`config.mk`:
```
export PLATFORM = sky130hd
export DESIGN_NAME = prng_sched
export DESIGN_NICKNAME = d
export VERILOG_FILES = /design/src/rtl/prng_sched.sv
export SDC_FILE = /design/constraint.sdc
export NUM_CORES = 1
export LEC_CHECK = 0
export CAP_MARGIN = 20
export CORE_ASPECT_RATIO = 0.6
export CORE_MARGIN = 1.5
export CORE_UTILIZATION = 25
export CTS_CLUSTER_SIZE = 28
export DETAILED_ROUTE_END_ITERATION = 6
export PLACE_DENSITY_LB_ADDON = 0.2
export SYNTH_ARGS = -nofsm -noshare
export SYNTH_HDL_FRONTEND = slang
export SYNTH_SLANG_ARGS = --single-unit
```
`constraint.sdc`:
```
create_clock -name clk -period 2.47 [get_ports clk]
set_clock_uncertainty 0.05 [all_clocks]
set_input_delay 0.494 -clock clk [delete_from_list [all_inputs] [get_ports clk]]
set_output_delay 0.494 -clock clk [all_outputs]
set_load 0.005 [all_outputs]
```
`src/rtl/prng_sched.sv`:
```
// Round-robin scheduler that shares a seeded Fibonacci LFSR among N_REQ requesters.
// Optional words_served statistics counter is enabled by defining PRNG_SCHED_STATS_EN.
module prng_sched #(
    parameter int unsigned      N_REQ = 2,
    parameter int unsigned      WIDTH = 8,
    parameter logic [WIDTH-1:0] TAPS  = 8'h1D,
    parameter int unsigned      WORD  = 4
) (
    input  logic             clk,
    input  logic             rst,
    input  logic             seed_load,
    input  logic [WIDTH-1:0] seed_value,
    output logic             seed_ready,
    input  logic [N_REQ-1:0] req,
    output logic [N_REQ-1:0] grant,
    output logic [N_REQ-1:0] rsp_valid,
    output logic [WORD-1:0]  rsp_data,
    output logic [15:0]      words_served
);

    localparam int unsigned MAXB = (WIDTH > WORD) ? WIDTH : WORD;
    localparam int unsigned CW   = $clog2(MAXB + 1);
    localparam int unsigned PW   = (N_REQ > 1) ? $clog2(N_REQ) : 1;

    typedef enum logic [1:0] {IDLE, SEED, GEN, DONE} state_t;

    state_t           state_q, state_d;
    logic [WIDTH-1:0] lfsr_q, lfsr_d;
    logic [WIDTH-1:0] seed_sh_q, seed_sh_d;
    logic [CW-1:0]    cnt_q, cnt_d;
    logic [PW-1:0]    ptr_q, ptr_d;
    logic [PW-1:0]    gidx_q, gidx_d;
    logic [N_REQ-1:0] grant_q, grant_d;
    logic [WORD-1:0]  rsp_data_q, rsp_data_d;
    logic             win_found;
    logic [PW-1:0]    win_idx;
    logic             fb;

    always_ff @(posedge clk) begin
        if (rst) begin
            state_q    <= IDLE;
            lfsr_q     <= WIDTH'(1);
            seed_sh_q  <= '0;
            cnt_q      <= '0;
            ptr_q      <= '0;
            gidx_q     <= '0;
            grant_q    <= '0;
            rsp_data_q <= '0;
        end else begin
            state_q    <= state_d;
            lfsr_q     <= lfsr_d;
            seed_sh_q  <= seed_sh_d;
            cnt_q      <= cnt_d;
            ptr_q      <= ptr_d;
            gidx_q     <= gidx_d;
            grant_q    <= grant_d;
            rsp_data_q <= rsp_data_d;
        end
    end

    // Rotating priority: first pass covers ptr..N_REQ-1, second pass wraps to 0..ptr-1.
    always_comb begin
        win_found = 1'b0;
        win_idx   = '0;
        for (int unsigned i = 0; i < N_REQ; i++) begin
            if (!win_found && req[i] && (PW'(i) >= ptr_q)) begin
                win_found = 1'b1;
                win_idx   = PW'(i);
            end
        end
        for (int unsigned i = 0; i < N_REQ; i++) begin
            if (!win_found && req[i]) begin
                win_found = 1'b1;
                win_idx   = PW'(i);
            end
        end
    end

    always_comb begin
        state_d    = state_q;
        lfsr_d     = lfsr_q;
        seed_sh_d  = seed_sh_q;
        cnt_d      = cnt_q;
        ptr_d      = ptr_q;
        gidx_d     = gidx_q;
        grant_d    = grant_q;
        rsp_data_d = rsp_data_q;
        fb         = ^(lfsr_q & TAPS);
        case (state_q)
            IDLE: begin
                cnt_d = '0;
                if (seed_load) begin
                    state_d   = SEED;
                    seed_sh_d = seed_value;
                end else if (win_found) begin
                    state_d = GEN;
                    gidx_d  = win_idx;
                    grant_d = N_REQ'(1) << win_idx;
                end
            end
            SEED: begin
                lfsr_d    = {seed_sh_q[0], lfsr_q[WIDTH-1:1]};
                seed_sh_d = seed_sh_q >> 1;
                if (cnt_q == CW'(WIDTH - 1)) begin
                    if (lfsr_d == '0) lfsr_d = WIDTH'(1);
                    state_d = IDLE;
                    cnt_d   = '0;
                end else begin
                    cnt_d = cnt_q + CW'(1);
                end
            end
            GEN: begin
                lfsr_d = {fb, lfsr_q[WIDTH-1:1]};
                for (int unsigned k = 0; k < WORD; k++) begin
                    if (cnt_q == CW'(k)) rsp_data_d[k] = lfsr_q[0];
                end
                if (cnt_q == CW'(WORD - 1)) begin
                    state_d = DONE;
                    cnt_d   = '0;
                    ptr_d   = (gidx_q == PW'(N_REQ - 1)) ? '0 : gidx_q + PW'(1);
                end else begin
                    cnt_d = cnt_q + CW'(1);
                end
            end
            DONE: begin
                state_d = IDLE;
                grant_d = '0;
            end
            default: state_d = IDLE;
        endcase
    end

    always_comb begin
        seed_ready = (state_q == IDLE);
        rsp_valid  = (state_q == DONE) ? grant_q : '0;
        grant      = grant_q;
        rsp_data   = rsp_data_q;
    end

`ifdef PRNG_SCHED_STATS_EN
    logic [15:0] served_q;

    always_ff @(posedge clk) begin
        if (rst) begin
            served_q <= '0;
        end else if ((state_q == DONE) && (served_q != '1)) begin
            served_q <= served_q + 16'd1;
        end
    end

    assign words_served = served_q;
`else
    assign words_served = '0;
`endif

endmodule

```
==> results of run 1 <==
==> through the flow <==
step | hold slack [ps] | cell area (um2) | std cells
5_1_grt | 458 | 2120 | 292
2_1_floorplan | 401 | 1780 | 197
3_5_place_dp | 422 | 1960 | 284
3_3_place_gp | 417 | 1960 | 284
6_report | 436 | 2120 | 292
4_1_cts | 432 | 2120 | 292
==> metal layers <==
layer	up-vias	part of all wire
met2	16	0.40
met3	6	0.038
li1	661	-
met4	0	0.018
met1	575	0.55
met5	-	0
==> layout make-up <==
class,instances,area (um2)
Clock buffer,8,166
Fill cell,713,4550
Inverter,6,22.5
Multi-Input combinational cell,137,991
Sequential cell,30,601
Tap cell,87,109
Timing Repair Buffer,24,233
==> critical path, delay by kind of cell (launching register included) <==
| kind | cells | cell delay (ps) |
|---|---|---|
| buffers and inverters | 1 | 490 |
| flip-flops | 1 | 430 |
| adder cells (fa/ha/maj) | 1 | 280 |
| AND/OR/NAND/NOR | 1 | 150 |
==> state kept, by name (all words and copies together) (netlist names) <==
name       flops
lfsr_q         8
state_q        2
cnt_q          4
rsp_data       4
grant          2
ptr_q          1
gidx_q         1
seed_sh_q      8
==> cell families (layout without fill, tap and decap cells) <==
| logic type | after synthesis | in the layout | synth area share |
|---|---|---|---|
| AOI/OAI and AO/OA | 27 | 27 | 0.114 |
| xor gates and xnor gates | 3 | 3 | 0.0153 |
| adders and majority gates | 10 | 10 | 0.0727 |
| buffers and inverters | 30 | 38 | 0.108 |
| DFF | 30 | 30 | 0.349 |
| muxes | 24 | 24 | 0.141 |
| other | 1 | 16 | 0.00218 |
| and+or+nand+nor | 57 | 57 | 0.198 |
==> path summary, 6_finish.rpt <==
check,endpoint,slack (ps),cells after the start
min reg2reg,gidx_q,440,2
max reg2reg,cnt_q[3],730,5
max,rsp_valid[1],310,3
min,gidx_q,440,2
==> cell usage after synthesis, types with 2 or more instances <==
library cell / number
nor2_1: 22
o31ai_1: 2
and2_1: 2
a21oi_1: 5
o211ai_1: 3
nor3b_1: 2
and4bb_2: 4
inv_1: 6
dfxtp_1: 30
nand3_1: 3
a211oi_1: 7
xnor2_1: 3
nand4b_1: 2
mux2_2: 2
ha_1: 10
buf_4: 16
nor2b_1: 3
mux2i_1: 22
nand2_1: 7
o21ai_0: 2
buf_2: 5
nand2b_1: 3
==> where the power goes <==
| group | switching [W] | total (W) | internal (W) | leakage, nW |
|---|---|---|---|---|
| Combinational | 0.000274 | 0.000549 | 0.000275 | 0.475 |
| Sequential | 0.0000741 | 0.000653 | 0.000579 | 0.245 |
| Clock | 0.000210 | 0.000666 | 0.000455 | 0.0832 |
| Total | 0.000558 | 0.00187 | 0.00131 | 0.803 |
==> impl_results.md, run 1 <==
- Period minus WS final: between 2000 and 2500 ps
- Ys flop type: dfxtp_1
- Synthesis-to-finish area growth: 23.3%
- Pleak: 0.803 nW
- Total design power: ~0.0019 W
- Fraction of registers with async set or reset after synthesis: 0
- Max FO, Critical Path: 5
- TritonCTS clock tree: done
- Setup TNS: 0 ps
- Worst hold start: gidx_q
- Met3 Use GR: 0.0338
- Die Y: 67.3 um
- Worst vdd rail ir drop: 0.273 mV
- Min-delay worst type: flop to flop
- Critical path launch point type: flop
- WP data arrival: 1610 ps
- Iter 0 DRT Violations: 37
- Routed WL: 3350 um
- Most Crowded Layer GR: met1
- Dpl ws: 480 ps
- Slowest CP cell: clkdlybuf4s50_1
- Pwr/cell area: 880 nW/um2
- Mapped Avg Cell Area: roughly 9.5 um2
- Post-synth top area cell: dfxtp_1
- Starting Density: 0.258
- DR vias: 1,258
- Via density: 4.31
- Worst path max stage delay: 490 ps
- Antenna-violating nets left: 0
- Worst-path clk slew: 50 ps
- FF-to-FF Start: state_q[0]
- Synth top area share: 0.349
- Worst-path cell chain: ha_1, and2_1, clkdlybuf4s50_1
- GRT Util Overall: 0.100
- Hold Fails Final Rpt: 0
- Worst Path Required: between 1500 and 2000 ps
- Post-synthesis cell type count: 43
- Commonest non-fill, non-tap cell in the layout: dfxtp_1
- Met1 track demand over resource: 0.142
- Most frequent cells in the layout: dfxtp_1 (30), nor2_1 (22), mux2i_1 (22)
- # H-tree levels: 2
- Ys Warns: 0
- CTS sink count: 30
- Seq/Total Area, Yosys: 0.349
- Slew Viols, Final: 0
- DRC: 0
- RSZ-0062 raised after global routing: no
- Routability cong.: 0.768
- Status: finished clean
- I/O Pins: 38
- Seq cells post-synth: 30
- Clk buf depth: 2
- Setup CP Type: flop to output port
- Fin crit share: 0.873
- Hold Buf Count CTS: 0
- Max-cap violations: 0
- GRT overflow: 0
- Startpoint of the worst setup timing path: state_q[0]
- CTS Root Cell: clkbuf_16
- Post-route setup slack: roughly 310 ps
- Antenna diode count: 0
- Post-Synthesis Cells: 182
- Fin nets: roughly 230
- Vias in the first global route: ~1.2k
- Top post-synthesis cells by area: dfxtp_1 (35%), mux2i_1 (13%), ha_1 (7.3%), buf_4 (7.0%), nor2_1 (4.8%)
- Largest net degree at the start of global routing: 30
- Overall die area: roughly 7400 um2
- Clock latency on the worst-skew pair: 270 ps
- Antenna violations before repair: 0
- Cts repair resizes: 0
- Total CTS buffers: 5
- Core Area: 6680 um2
- Final core occ: 0.318
- Post-Syn Area: 1720 um2
- Routed wire per std cell: 11.5 um
- I/O Buffers: 21
- Die width: 110 um
- CP Capture Type: output port
- Final setup viols: 0
- Met2 global-route usage: 0.134
- FP Rows: 23
- Post-CTS setup buffer count: 0
- Final HPWL from detailed placement: 2410 um
- Pre-antenna DRT Iters: 4
- First-pass GRT wire length: 5600 um
- Share of cells above drive strength 1: 0.102
- Number of synthesized flops with an enable pin: 0
- Highest Clock Rate: 464 MHz
(Power assumes the default switching activity.)
==> run 2, diff against run 1 <==
==> constraint.sdc (replaced) <==
create_clock -name clk -period 1.85 [get_ports clk]
set_clock_uncertainty 0.05 [all_clocks]
set_input_delay 0.37 -clock clk [delete_from_list [all_inputs] [get_ports clk]]
set_output_delay 0.37 -clock clk [all_outputs]
set_load 0.005 [all_outputs]
==> impl_results.md, run 2 (synthesized netlist as in run 1, its figures left out) <==
- Starting Density: 0.258 (unchanged)
- Antenna violations before repair: 0 (unchanged)
- Hold Fails Final Rpt: 0 (unchanged)
- RSZ-0062 raised after global routing: no
- Clock latency on the worst-skew pair: 280 ps (about the same)
- Dpl ws: -16.0 ps (-496 ps)
- Slew Viols, Final: 0 (unchanged)
- Commonest non-fill, non-tap cell in the layout: dfxtp_1
- Min-delay worst type: flop to flop
- Setup CP Type: flop to flop
- Worst hold start: gidx_q
- CP Capture Type: flop
- Hold Buf Count CTS: 0 (unchanged)
- Share of cells above drive strength 1: 0.148 (+0.0452)
- Most frequent cells in the layout: dfxtp_1 (28), nor2_1 (22), mux2i_1 (22)
- Synthesis-to-finish area growth: 27.1%
- # H-tree levels: 2 (unchanged)
- GRT overflow: 0 (unchanged)
- CTS sink count: 30 (unchanged)
- Largest regs: lfsr_q x8, seed_sh_q x8
- Worst-path clk slew: 50 ps (about the same)
- Total CTS buffers: 5 (unchanged)
- TritonCTS clock tree: done
- CTS Root Cell: clkbuf_16
- Final core occ: 0.328 (+0.00993)
- Period minus WS final: 1680 ps
- DRC: 0 (unchanged)
- Startpoint of the worst setup timing path: state_q[0]
- Pwr/cell area: 1150 nW/um2 (+30%)
- Fin crit share: 0.909
- GRT Util Overall: 0.107 (+0.00691)
- Largest net degree at the start of global routing: 29 (-3.3%)
- Vias in the first global route: 1,174 (+0.69%)
- FF-to-FF Start: state_q[0]
- FP Rows: 23 (unchanged)
- Final setup viols: 0 (unchanged)
- Status: finished clean
- Pre-antenna DRT Iters: 5 (+1)
- Max FO, Critical Path: 9 (+4)
- Setup TNS: 0 ps (unchanged)
- Fin nets: 232 (+2.2%)
- Worst vdd rail ir drop: 0.379 mV (+39%)
- Antenna diode count: 0 (unchanged)
- Via density: 4.36 (+1.3%)
- Routed WL: 3600 um (+7.6%)
- First-pass GRT wire length: 5900 um (+5.3%)
- Final HPWL from detailed placement: 2500 um (+3.5%)
- WP data arrival: 1800 ps (+190 ps)
- Worst Path Required: 1970 ps (+40 ps)
- Post-route setup slack: 168 ps (-145 ps)
- Die Y: 67.3 um (unchanged)
- Iter 0 DRT Violations: 37 (unchanged)
- Clk buf depth: 2 (unchanged)
- Antenna-violating nets left: 0 (unchanged)
- Highest Clock Rate: a little under 600 MHz
- Routability cong.: 0.752 (-2.1%)
- Core Area: 6680 um2 (unchanged)
- Pleak: 0.840 nW (+4.6%)
- I/O Buffers: 21 (unchanged)
- Max-cap violations: 0 (unchanged)
- Critical path launch point type: flop
- Routed wire per std cell: 12.1 um (+5.8%)
- Overall die area: 7410 um2 (unchanged)
- Die width: 110 um (unchanged)
- DR vias: 1,296 (+3.0%)
- I/O Pins: 38 (unchanged)
-- run 2: power by group --
group	internal, W	leakage (nW)	switching [W]
sequential	0.000780	0.246	0.000108
combinational	0.000413	0.520	0.000395
clock	0.000532	0.0739	0.000280
total	0.00173	0.840	0.000783
-- run 2: final timing paths --
path                    to  slack [ps]  cells past startpoint
setup / recovery  cnt_q[3]         170                      5
hold / removal      gidx_q         430                      2
setup reg to reg  cnt_q[3]         170                      5
hold reg to reg     gidx_q         430                      2
-- run 2: cell type report --
type                            instances  area (um2)
Timing Repair Buffer                   29         283
Fill cell                             702        4490
Tap cell                               87         109
Clock inverter                          1        5.00
Multi-Input combinational cell        137        1020
Inverter                                6        25.0
Sequential cell                        30         608
Clock buffer                            7         143
-- run 2: layer usage --
| metal | global-route usage | vias up | wire length [um] |
|---|---|---|---|
| met4 | 0.0577 | 0 | 50 |
| met3 | 0.0357 | 5 | 150 |
| li1 | - | 675 | - |
| met1 | 0.154 | 593 | 2000 |
| met2 | 0.138 | 23 | 1400 |
| met5 | 0 | - | 0 |
-- run 2: stage by stage --
stage | total power (W) | cells | cell area, um2 | hold WS (ps)
6_report | 0.00251 | 297 | 2190 | 431
5_1_grt | 0.00267 | 297 | 2190 | 463
4_1_cts | 0.00254 | 297 | 2180 | 431
3_5_place_dp | 0.00164 | 287 | 1990 | 421
3_3_place_gp | 0.00165 | 287 | 1990 | 419
2_1_floorplan | 0.00144 | 197 | 1780 | 401
-- run 2: what timing repair did --
action                                  CTS  global route
resized for setup                        12             2
cloned                                    0             0
buffers inserted                          2             0
pin swaps                                 1             0
endpoints found under the setup margin    3             1
-- run 2: worst max-delay path, cell delays in order, from the launching register on --
cell      delay (ps)
dfxtp_4          370
inv_4             80
ha_1             360
o21a_1           270
nand4b_1         180
o41ai_1          260
==> run 3, diff against run 2 <==
--- a/config.mk
+++ b/config.mk
@@ -11,6 +11,7 @@
 export CORE_UTILIZATION = 25
 export CTS_CLUSTER_SIZE = 28
 export DETAILED_ROUTE_END_ITERATION = 6
+export MAX_ROUTING_LAYER = met4
 export PLACE_DENSITY_LB_ADDON = 0.2
 export SYNTH_ARGS = -nofsm -noshare
 export SYNTH_HDL_FRONTEND = slang
==> impl_results.md, run 3 (synthesized netlist as in run 1, its figures left out) <==
- Status: finished clean
- Starting Density: 0.258 (unchanged)
- Worst vdd rail ir drop: 0.379 mV (about the same)
- Pwr/cell area: 1150 nW/um2 (about the same)
- Largest regs: lfsr_q x8, seed_sh_q x8
- Hold endpoint: gidx_q
- Die width: 110 um (unchanged)
- Hold path cells: 2 (unchanged)
- Highest Clock Rate: 594 MHz (about the same)
- Setup CP Type: flop to flop
- Largest net degree at the start of global routing: 29 (unchanged)
- Overall die area: 7410 um2 (unchanged)
- Antenna-violating nets left: 0 (unchanged)
- Antenna diode count: 0 (unchanged)
- Dpl ws: -16.0 ps (unchanged)
- Final HPWL from detailed placement: 2500 um (unchanged)
- Max FO, Critical Path: 9 (unchanged)
- Final setup viols: 0 (unchanged)
- Worst Path Required: 1970 ps (about the same)
- First-pass GRT wire length: 5890 um (-0.12%)
- Die Y: 67.3 um (unchanged)
- Clk buf depth: 2 (unchanged)
- Via density: 4.36 (about the same)
- Share of cells above drive strength 1: 0.148 (unchanged)
- Min-delay worst type: flop to flop
- Antenna violations before repair: 0 (unchanged)
- TritonCTS clock tree: done
- Most frequent cells in the layout: dfxtp_1 (28), nor2_1 (22), mux2i_1 (22)
- Worst-path clk slew: 50 ps (about the same)
- FP Rows: 23 (unchanged)
- Placed insts: 287 (unchanged)
- Pre-antenna DRT Iters: 5 (unchanged)
- Routability cong.: 0.761 (+1.3%)
- DR vias: 1,295 (-0.077%)
- Period minus WS final: 1680 ps (+0.803 ps)
- CTS sink count: 30 (unchanged)
- CP Capture Type: flop
- I/O Pins: 38 (unchanged)
- Fin nets: 232 (unchanged)
- Core Area: 6680 um2 (unchanged)
- I/O Buffers: 21 (unchanged)
- Synthesis-to-finish area growth: 27.1% (unchanged)
- FF-to-FF setup slack: 170 ps (about the same)
- FF-to-FF Start: state_q[0]
- Post-route setup slack: 167 ps (-0.803 ps)
- Storage cell area: 608 um2 (unchanged)
- Pleak: 0.840 nW (unchanged)
- Clock latency on the worst-skew pair: 280 ps (about the same)
- WP data arrival: 1810 ps (about the same)
- Worst hold start: gidx_q
- Hold Buf Count CTS: 0 (unchanged)
- Hold Fails Final Rpt: 0 (unchanged)
- Worst hold slack: 431 ps (unchanged)
- Iter 0 DRT Violations: 31 (-16%)
- Post-Layout Cell Count: 297 (unchanged)
- Critical path launch point type: flop
- CTS Root Cell: clkbuf_16
- Max-cap violations: 0 (unchanged)
- RSZ-0062 raised after global routing: no
- GRT Util Overall: 0.111 (+0.00321)
- Setup TNS: 0 ps (unchanged)
- Area of the multi-input gates: 1020 um2 (unchanged)
- DRC: 0 (unchanged)
- Routed wire per std cell: 12.1 um (about the same)
- GRT overflow: 0 (unchanged)
- Fin crit share: 0.909 (about the same)
- Vias in the first global route: 1,173 (-0.085%)
- Routed WL: 3600 um (about the same)
- R2R Path End: cnt_q[3]
- # H-tree levels: 2 (unchanged)
- Slew Viols, Final: 0 (unchanged)
- Total CTS buffers: 5 (unchanged)
- Final core occ: 0.328 (unchanged)
- Commonest non-fill, non-tap cell in the layout: dfxtp_1
- Filler cells: 702 (unchanged)
- Reg2Reg Depth: 5 (unchanged)
-- run 3: cell counts in the layout (fill, tap and decap cells not counted) --
No cell type changed its count.
-- run 3: area by class of cell --
cell class,instances,share of cell area
clock buffers,7,0.0652
clock inverters,1,0.00229
inverters,6,0.0114
multi-input cells,137,0.464
flip-flops and latches,30,0.278
well taps,87,0.0497
repair buffers,29,0.129
-- run 3: critical path: stages (launching register included) --
cell and delay [ps]:
dfxtp_4 370, inv_4 80, ha_1 360, o21a_1 270, nand4b_1 180, o41ai_1 260
-- run 3: metrics by stage --
step,instance area [um2],power [W]
after CTS,2180,0.00254
after floorplan,1780,0.00144
final,2190,0.00251
after global routing,2190,0.00267
after detailed placement,1990,0.00164
after global placement,1990,0.00165
-- run 3: worst max path at each step --
stage | startpoint | slack, ps | end | cells past startpoint
2_1_floorplan | state_q[0] | 310 | state_q[0] | 5
3_3_place_gp | seed_load | 6 | state_q[0] | 4
3_5_place_dp | seed_load | -20 | state_q[0] | 4
4_1_cts | state_q[0] | 10 | seed_ready | 3
5_1_grt | state_q[0] | 80 | cnt_q[3] | 5
6_report | state_q[0] | 170 | cnt_q[3] | 5
-- run 3: where the power goes --
part	leakage, nW	switching (W)	internal (W)
logic	0.520	0.000395	0.000413
clock network	0.0739	0.000281	0.000532
registers	0.246	0.000108	0.000781
-- run 3: routing by layer --
metal,track usage,wire length [um]
met2,0.138,1400
met1,0.154,2000
met3,0.0357,153
met4,0.0577,50
met5,-,0
-- run 3: timing repair --
action	4_1_cts	5_1_grt
pin swaps	1	0
setup endpoints to repair	3	1
setup buffers	2	0
resized for setup	12	2
